==> config.mk <==
export PLATFORM = sky130hd
export DESIGN_NAME = conv3x3_engine
export DESIGN_NICKNAME = d
export VERILOG_FILES = /design/src/rtl/cnn_pkg.sv /design/src/rtl/conv_pos_counter.sv /design/src/rtl/conv3x3_engine.sv
export SDC_FILE = /design/constraint.sdc
export NUM_CORES = 2
export LEC_CHECK = 0
export ABC_CLOCK_PERIOD_IN_PS = 11700
export CAP_MARGIN = 20
export CORE_AREA = 5 5 313 315
export CTS_CLUSTER_SIZE = 40
export DETAILED_ROUTE_END_ITERATION = 6
export DIE_AREA = 0 0 318 320
export SETUP_SLACK_MARGIN = 0.05
export SYNTH_ARGS = -nofsm -noshare
export SYNTH_HDL_FRONTEND = slang
export SYNTH_HIERARCHICAL = 1
export SYNTH_SLANG_ARGS = --single-unit
==> constraint.sdc <==
create_clock -name clk -period 11.7 [get_ports clk]
set_clock_uncertainty 0.2 [all_clocks]
set_input_delay 1.17 -clock clk [delete_from_list [all_inputs] [get_ports clk]]
set_output_delay 1.17 -clock clk [all_outputs]
set_load 0.02 [all_outputs]
==> src/rtl/cnn_pkg.sv <==
// Shared types and the requantize/ReLU helper for the CNN datapath blocks.
package cnn_pkg;

  localparam int CNN_WORD_W = 8;
  localparam int CNN_ACC_W  = 2*CNN_WORD_W + 5;

  typedef logic        [CNN_WORD_W-1:0] pixel_t;
  typedef logic signed [CNN_WORD_W-1:0] weight_t;
  typedef logic signed [CNN_ACC_W-1:0]  acc_t;

  // Arithmetic shift, then clamp into the unsigned pixel range (negative -> 0).
  function automatic pixel_t clamp_relu(acc_t acc, int shift);
    acc_t shifted;
    shifted = acc >>> shift;
    if (shifted < 0)
      return '0;
    else if (shifted > acc_t'((1 << CNN_WORD_W) - 1))
      return '1;
    else
      return shifted[CNN_WORD_W-1:0];
  endfunction

endpackage

==> src/rtl/conv_pos_counter.sv <==
// Column/row position tracker for the streamed windows. Decides whether the
// window accepted this cycle lies fully inside the image, and whether it is
// the final window of the frame.
module conv_pos_counter
  import cnn_pkg::*;
#(
  parameter int K        = 3,
  parameter int ROW_SIZE = 540,
  parameter int NUM_ROWS = 540
) (
  input  logic clk,
  input  logic rst,
  input  logic in_valid,
  output logic win_vld,
  output logic win_last
);

  localparam int CW = $clog2(ROW_SIZE);
  localparam int RW = $clog2(NUM_ROWS);

  logic [CW-1:0] col_q, col_d;
  logic [RW-1:0] row_q, row_d;

  // Next position: step only on an accepted window, wrapping at row and frame ends
  always_comb begin
    col_d = col_q;
    row_d = row_q;
    if (in_valid) begin
      if (col_q == CW'(ROW_SIZE-1)) begin
        col_d = '0;
        if (row_q == RW'(NUM_ROWS-1))
          row_d = '0;
        else
          row_d = row_q + 1'b1;
      end else begin
        col_d = col_q + 1'b1;
      end
    end
  end

  // Position state, restarted at the frame origin on reset
  always_ff @(posedge clk or negedge rst) begin
    if (!rst) begin
      col_q <= '0;
      row_q <= '0;
    end else begin
      col_q <= col_d;
      row_q <= row_d;
    end
  end

  // Qualification uses the position before this cycle's increment
  assign win_vld  = in_valid && (col_q >= CW'(K-1)) && (row_q >= RW'(K-1));
  assign win_last = (row_q == RW'(NUM_ROWS-1)) && (col_q == CW'(ROW_SIZE-1));

endmodule

==> src/rtl/conv3x3_engine.sv <==
// KxK convolution engine: programmable signed kernel, three-stage MAC
// pipeline (products, row sums, bias + requantize + ReLU) with valid/last
// tags travelling alongside the data.
module conv3x3_engine
  import cnn_pkg::*;
#(
  parameter int WORD_SIZE   = 8,
  parameter int BUFFER_SIZE = 3,
  parameter int ROW_SIZE    = 540,
  parameter int NUM_ROWS    = 540,
  parameter int SHIFT       = 0,
  parameter int ACC_W       = 2*WORD_SIZE + 5
) (
  input  logic                                                 clk,
  input  logic                                                 rst,
  input  logic                                                 in_valid,
  input  logic [BUFFER_SIZE-1:0][BUFFER_SIZE-1:0][WORD_SIZE-1:0] window,
  input  logic                                                 wt_we,
  input  logic [$clog2(BUFFER_SIZE*BUFFER_SIZE)-1:0]           wt_addr,
  input  logic [WORD_SIZE-1:0]                                 wt_data,
  input  logic [ACC_W-1:0]                                     bias,
  output logic                                                 out_valid,
  output logic [WORD_SIZE-1:0]                                 out_pixel,
  output logic                                                 out_last
);

  localparam int K      = BUFFER_SIZE;
  localparam int NW     = K*K;
  localparam int AW     = $clog2(NW);
  localparam int PROD_W = 2*WORD_SIZE + 1;

  logic win_vld, win_last;

  conv_pos_counter #(
    .K        (K),
    .ROW_SIZE (ROW_SIZE),
    .NUM_ROWS (NUM_ROWS)
  ) u_pos (
    .clk      (clk),
    .rst      (rst),
    .in_valid (in_valid),
    .win_vld  (win_vld),
    .win_last (win_last)
  );

  logic signed [WORD_SIZE-1:0] wt_q [NW];
  logic signed [WORD_SIZE-1:0] wt_d [NW];

  logic vld_p1_q, vld_p1_d, last_p1_q, last_p1_d;
  logic vld_p2_q, vld_p2_d, last_p2_q, last_p2_d;
  logic out_valid_q, out_valid_d, out_last_q, out_last_d;
  logic [WORD_SIZE-1:0] out_pixel_q, out_pixel_d;

  logic signed [PROD_W-1:0] prod_p1_q   [K][K];
  logic signed [PROD_W-1:0] prod_p1_d   [K][K];
  logic signed [ACC_W-1:0]  rowsum_p2_q [K];
  logic signed [ACC_W-1:0]  rowsum_p2_d [K];
  logic signed [ACC_W-1:0]  total_p3;

  // Weight file update; an address past the last tap matches no entry
  always_comb begin
    for (int n = 0; n < NW; n++) begin
      wt_d[n] = wt_q[n];
      if (wt_we && (wt_addr == AW'(n)))
        wt_d[n] = $signed(wt_data);
    end
  end

  // Stage 1: one product per tap, pixel zero-extended so it stays non-negative
  always_comb begin
    for (int i = 0; i < K; i++)
      for (int j = 0; j < K; j++)
        prod_p1_d[i][j] = PROD_W'($signed({1'b0, window[i][j]})) * PROD_W'(wt_q[i*K+j]);
  end

  // Stage 2: reduce each kernel row to a single partial sum
  always_comb begin
    for (int i = 0; i < K; i++) begin
      rowsum_p2_d[i] = '0;
      for (int j = 0; j < K; j++)
        rowsum_p2_d[i] = rowsum_p2_d[i] + ACC_W'(prod_p1_q[i][j]);
    end
  end

  // Stage 3: add bias, requantize and clamp; hold the pixel on bubbles
  always_comb begin
    total_p3 = $signed(bias);
    for (int i = 0; i < K; i++)
      total_p3 = total_p3 + rowsum_p2_q[i];
    out_pixel_d = vld_p2_q ? WORD_SIZE'(clamp_relu(acc_t'(total_p3), SHIFT)) : out_pixel_q;
  end

  // Valid/last tags advance one stage per cycle regardless of in_valid
  always_comb begin
    vld_p1_d    = win_vld;
    last_p1_d   = win_vld & win_last;
    vld_p2_d    = vld_p1_q;
    last_p2_d   = last_p1_q;
    out_valid_d = vld_p2_q;
    out_last_d  = last_p2_q;
  end

  // Control, weights and output: async clear drops every in-flight result
  always_ff @(posedge clk or negedge rst) begin
    if (!rst) begin
      for (int n = 0; n < NW; n++)
        wt_q[n] <= '0;
      vld_p1_q    <= 1'b0;
      last_p1_q   <= 1'b0;
      vld_p2_q    <= 1'b0;
      last_p2_q   <= 1'b0;
      out_valid_q <= 1'b0;
      out_last_q  <= 1'b0;
      out_pixel_q <= '0;
    end else begin
      wt_q        <= wt_d;
      vld_p1_q    <= vld_p1_d;
      last_p1_q   <= last_p1_d;
      vld_p2_q    <= vld_p2_d;
      last_p2_q   <= last_p2_d;
      out_valid_q <= out_valid_d;
      out_last_q  <= out_last_d;
      out_pixel_q <= out_pixel_d;
    end
  end

  // Datapath registers carry no reset; the valid tags say what is meaningful
  always_ff @(posedge clk) begin
    prod_p1_q   <= prod_p1_d;
    rowsum_p2_q <= rowsum_p2_d;
  end

  assign out_valid = out_valid_q;
  assign out_pixel = out_pixel_q;
  assign out_last  = out_last_q;

endmodule

==> impl_summary.log <==
INFO  metric outcome = finished clean
INFO  metric synth_edf_count = 0
INFO  metric detailed_place_hpwl = ~64000 um
INFO  metric final_common_cell = inv_1
INFO  metric start_kind = input pin
INFO  metric area_growth_syn_to_layout = 12.5%
INFO  metric worst-path-max-fanout = 8
INFO  metric synth_cell_types = 66
INFO  metric dr_total_vias = 22400
INFO  metric post_drt_antenna_nets = 0
INFO  metric worstHoldPathType = reg2reg
INFO  metric place.gp.congestion = roughly 0.85
INFO  metric maxClockFrequency = about 170 MHz
INFO  metric share_of_synthesized_cell_area_in_full_adder_half_adder_and_majority_cells = between 40% and 50%
INFO  metric synth_top_cells_by_area = fa_1 (26%), ha_1 (18%), dfxtp_1 (13%)
INFO  metric post_synth_inst_count = about 3400
INFO  metric finalWirelength = roughly 80000 um
INFO  metric post_synth_and_or_nand_nor_area_fraction = ~15%
INFO  metric min_tclk_post_route = ~5.7 ns
INFO  metric critPathKind = in2reg
INFO  metric tritoncts_num_sinks = 316
INFO  metric floorplan.die.width = between 300 and 400 um
INFO  metric timing_worst_slew_pin_value = 0.816 ns
INFO  metric cts_root_buffer = clkbuf_16
INFO  metric timing.critical_path.required = between 10 and 15 ns
INFO  metric final_layout_size_suffix_gt1_share = around 4.7%
INFO  metric initial_utilization = a little over a third
INFO  metric worst_reg2reg_path_depth = 17
INFO  metric number_of_h_tree_levels = 2
INFO  metric critPathCaptureType = flop
INFO  metric maxSlewHeadroom = a little under half
INFO  metric cts_repair_resize_count = 0
INFO  metric die_area = roughly 100000 um^2
INFO  metric synth.area.mux_share = around 2.5%
INFO  metric synth_largest_type_area_fraction = between 20% and 30%
INFO  metric cts_made_buffers = 40
INFO  metric grt_use_total = between 15 and 20%
INFO  metric regToRegEndpoint = prod_p1_q[16]
INFO  metric path_clk_slew = around 0.060 ns
INFO  metric detail_route.drc_violations = 0
INFO  metric drt_iter0_markers = just over 1000
INFO  metric cts_setup_buffers = 0
INFO  metric first_pass_grt_wire_length = ~130000 um
INFO  metric maxCapViolations = 0
INFO  metric reg2reg_from = wt_q[2]
INFO  metric yosysSeqAreaShare = between 20% and 30%
INFO  metric num_io_pins = 119
INFO  metric grt_max_degree = 59
INFO  metric synth_top_family_by_area = adder cells
INFO  metric compound_gate_portion_of_the_synthesized_area = 5.91%
INFO  metric chipHeight = between 300 and 400 um
INFO  metric finalMaxSlewViolations = 0
INFO  metric yosys_most_used_dff = dfxtp_1
INFO  metric timing.final.crit_share = around half
INFO  metric worst_hold_path.endpoint = out_last
INFO  metric rsz0062_at_grt = false
INFO  metric area_share_of_xor_xnor_cells_in_the_synthesized_design = 4.25%
INFO  metric number_of_storage_elements_in_the_synthesis_netlist = between 300 and 400
INFO  metric core-area = ~95000 um^2
INFO  metric overflow_left_after_global_routing = 0
INFO  metric worstSkewPairLatency = 0.56 ns
INFO  metric grt_antenna_before_repair = 17
INFO  metric hold_path_startpoint = last_p2_q
INFO  metric design.final.nets = approximately 4500
INFO  metric hold_viol_final = 0
INFO  metric fill_cells = approximately 9300
INFO  metric clock_tree.buffer_depth = 3
INFO  metric ys_async_sr_fraction = about a third
INFO  metric timing.hold.worst_path_depth = 0
INFO  metric post-synth-top-area-cell = fa_1
INFO  metric cts_tree = built
INFO  metric most-common-layout-cells = inv_1 (652), ha_1 (462), fa_1 (427), and2_1 (299), nand2_1 (289)
INFO  metric detail_route.wl_per_cell = 16.4 um
INFO  metric syn_avg_cell_area = 9.76 um^2
INFO  metric detailedRoute.firstPassIterationCount = 5
INFO  metric number_of_global_route_vias_before_repair = approximately 23000
INFO  metric vias_per_cell = approximately 4.7
INFO  metric final-setup-viol-count = 0
INFO  metric worst-r2r-setup-slack = approximately 6.7 ns
INFO  metric port_buffers = roughly 120
INFO  metric rows = 113
INFO  metric postSynthNetCount = ~4400
INFO  metric synth_warnings = 6
INFO  metric netlist_area_pre_place = roughly 33000 um^2
INFO  metric finish.utilization = 39.0%
INFO  metric postCtsHoldBufs = 0
INFO  metric setup_total_negative_slack = 0 ns
INFO  metric arrival_time_worst_endpoint = just under 6 ns
## stage by stage
stage	cells	hold WS (ns)	cell area [um^2]	setup WS [ns]
3_3_place_gp	4729	0.132	35500	5.50
5_1_grt	4806	0.159	36900	5.72
6_report	4811	0.145	36900	5.97
2_1_floorplan	3362	0.131	32800	6.31
4_1_cts	4802	0.146	36900	6.02
3_5_place_dp	4729	0.135	35500	5.41
## worst max-delay path, cell delays in order
cell and delay [ns]:
clkdlybuf4s50_1 0.56, and2_1 0.25, fa_1 0.41, inv_1 0.08, fa_1 0.43, fa_1 0.52, fa_1 0.50, inv_1 0.04
ha_1 0.30, nor2b_1 0.14, o21ai_0 0.22, a21boi_0 0.15, o21ai_0 0.18, nand2b_1 0.10, a21o_1 0.20, a41o_1 0.25
o41a_1 0.32, xnor2_1 0.13
## final cells by class
cell class | count | area, um^2 | area share, %
Sequential cell | 316 | 6860 | 18.6
Antenna cell | 8 | 20.0 | 0.0543
Timing Repair Buffer | 129 | 1250 | 3.38
Clock inverter | 19 | 228 | 0.617
Multi-Input combinational cell | 2368 | 23400 | 63.4
Inverter | 652 | 2450 | 6.63
Clock buffer | 54 | 1120 | 3.05
Tap cell | 1265 | 1580 | 4.29
## state kept, by name, indices dropped and copies added (netlist names)
name         flops
vld_p1_q         1
out_pixel        8
rowsum_p2_q     57
prod_p1_q      153
last_p1_q        1
wt_q            72
u_pos/col_q     10
out_last         1
u_pos/row_q     10
last_p2_q        1
out_valid_d      1
out_valid        1
## cells in the mapped netlist (all sizes together) (27+ instances only)
| cell type | count |
|---|---|
| inv | 652 |
| ha | 462 |
| fa | 427 |
| and2 | 300 |
| nand2 | 289 |
| dfxtp | 210 |
| nor2 | 129 |
| xnor2 | 123 |
| dfrtp | 106 |
| a21oi | 81 |
| o21ai | 73 |
| mux2 | 68 |
| nand2b | 68 |
| nor3 | 36 |
| xor2 | 36 |
| nor2b | 30 |
| nand3 | 27 |
## per-layer routing
metal	vias up	global-route usage, %	wire [um]
met4	6	3.28	1350
met5	-	0	31
met2	368	24.9	34800
met3	83	2.38	3510
met1	11000	23.2	39000
li1	10900	-	-
## cells by family after synthesis
kind of cell,Yosys count
buf+inv,678
compound gates,293
fa+ha+maj,889
xor+xnor,159
mux,75
simple gates,952
flops,316
## how the worst max path moves through the flow
stage | from | to | slack [ns]
2_1_floorplan | window[25] | prod_p1_q[101] | 6.31
3_3_place_gp | window[3] | prod_p1_q[152] | 5.50
3_5_place_dp | window[67] | prod_p1_q[16] | 5.41
4_1_cts | window[67] | prod_p1_q[16] | 6.02
5_1_grt | window[67] | prod_p1_q[16] | 5.72
6_report | window[67] | prod_p1_q[16] | 5.97
Power is not shown: default switching activity piles up to over one toggle a cycle in this logic, so the estimate is an artifact.
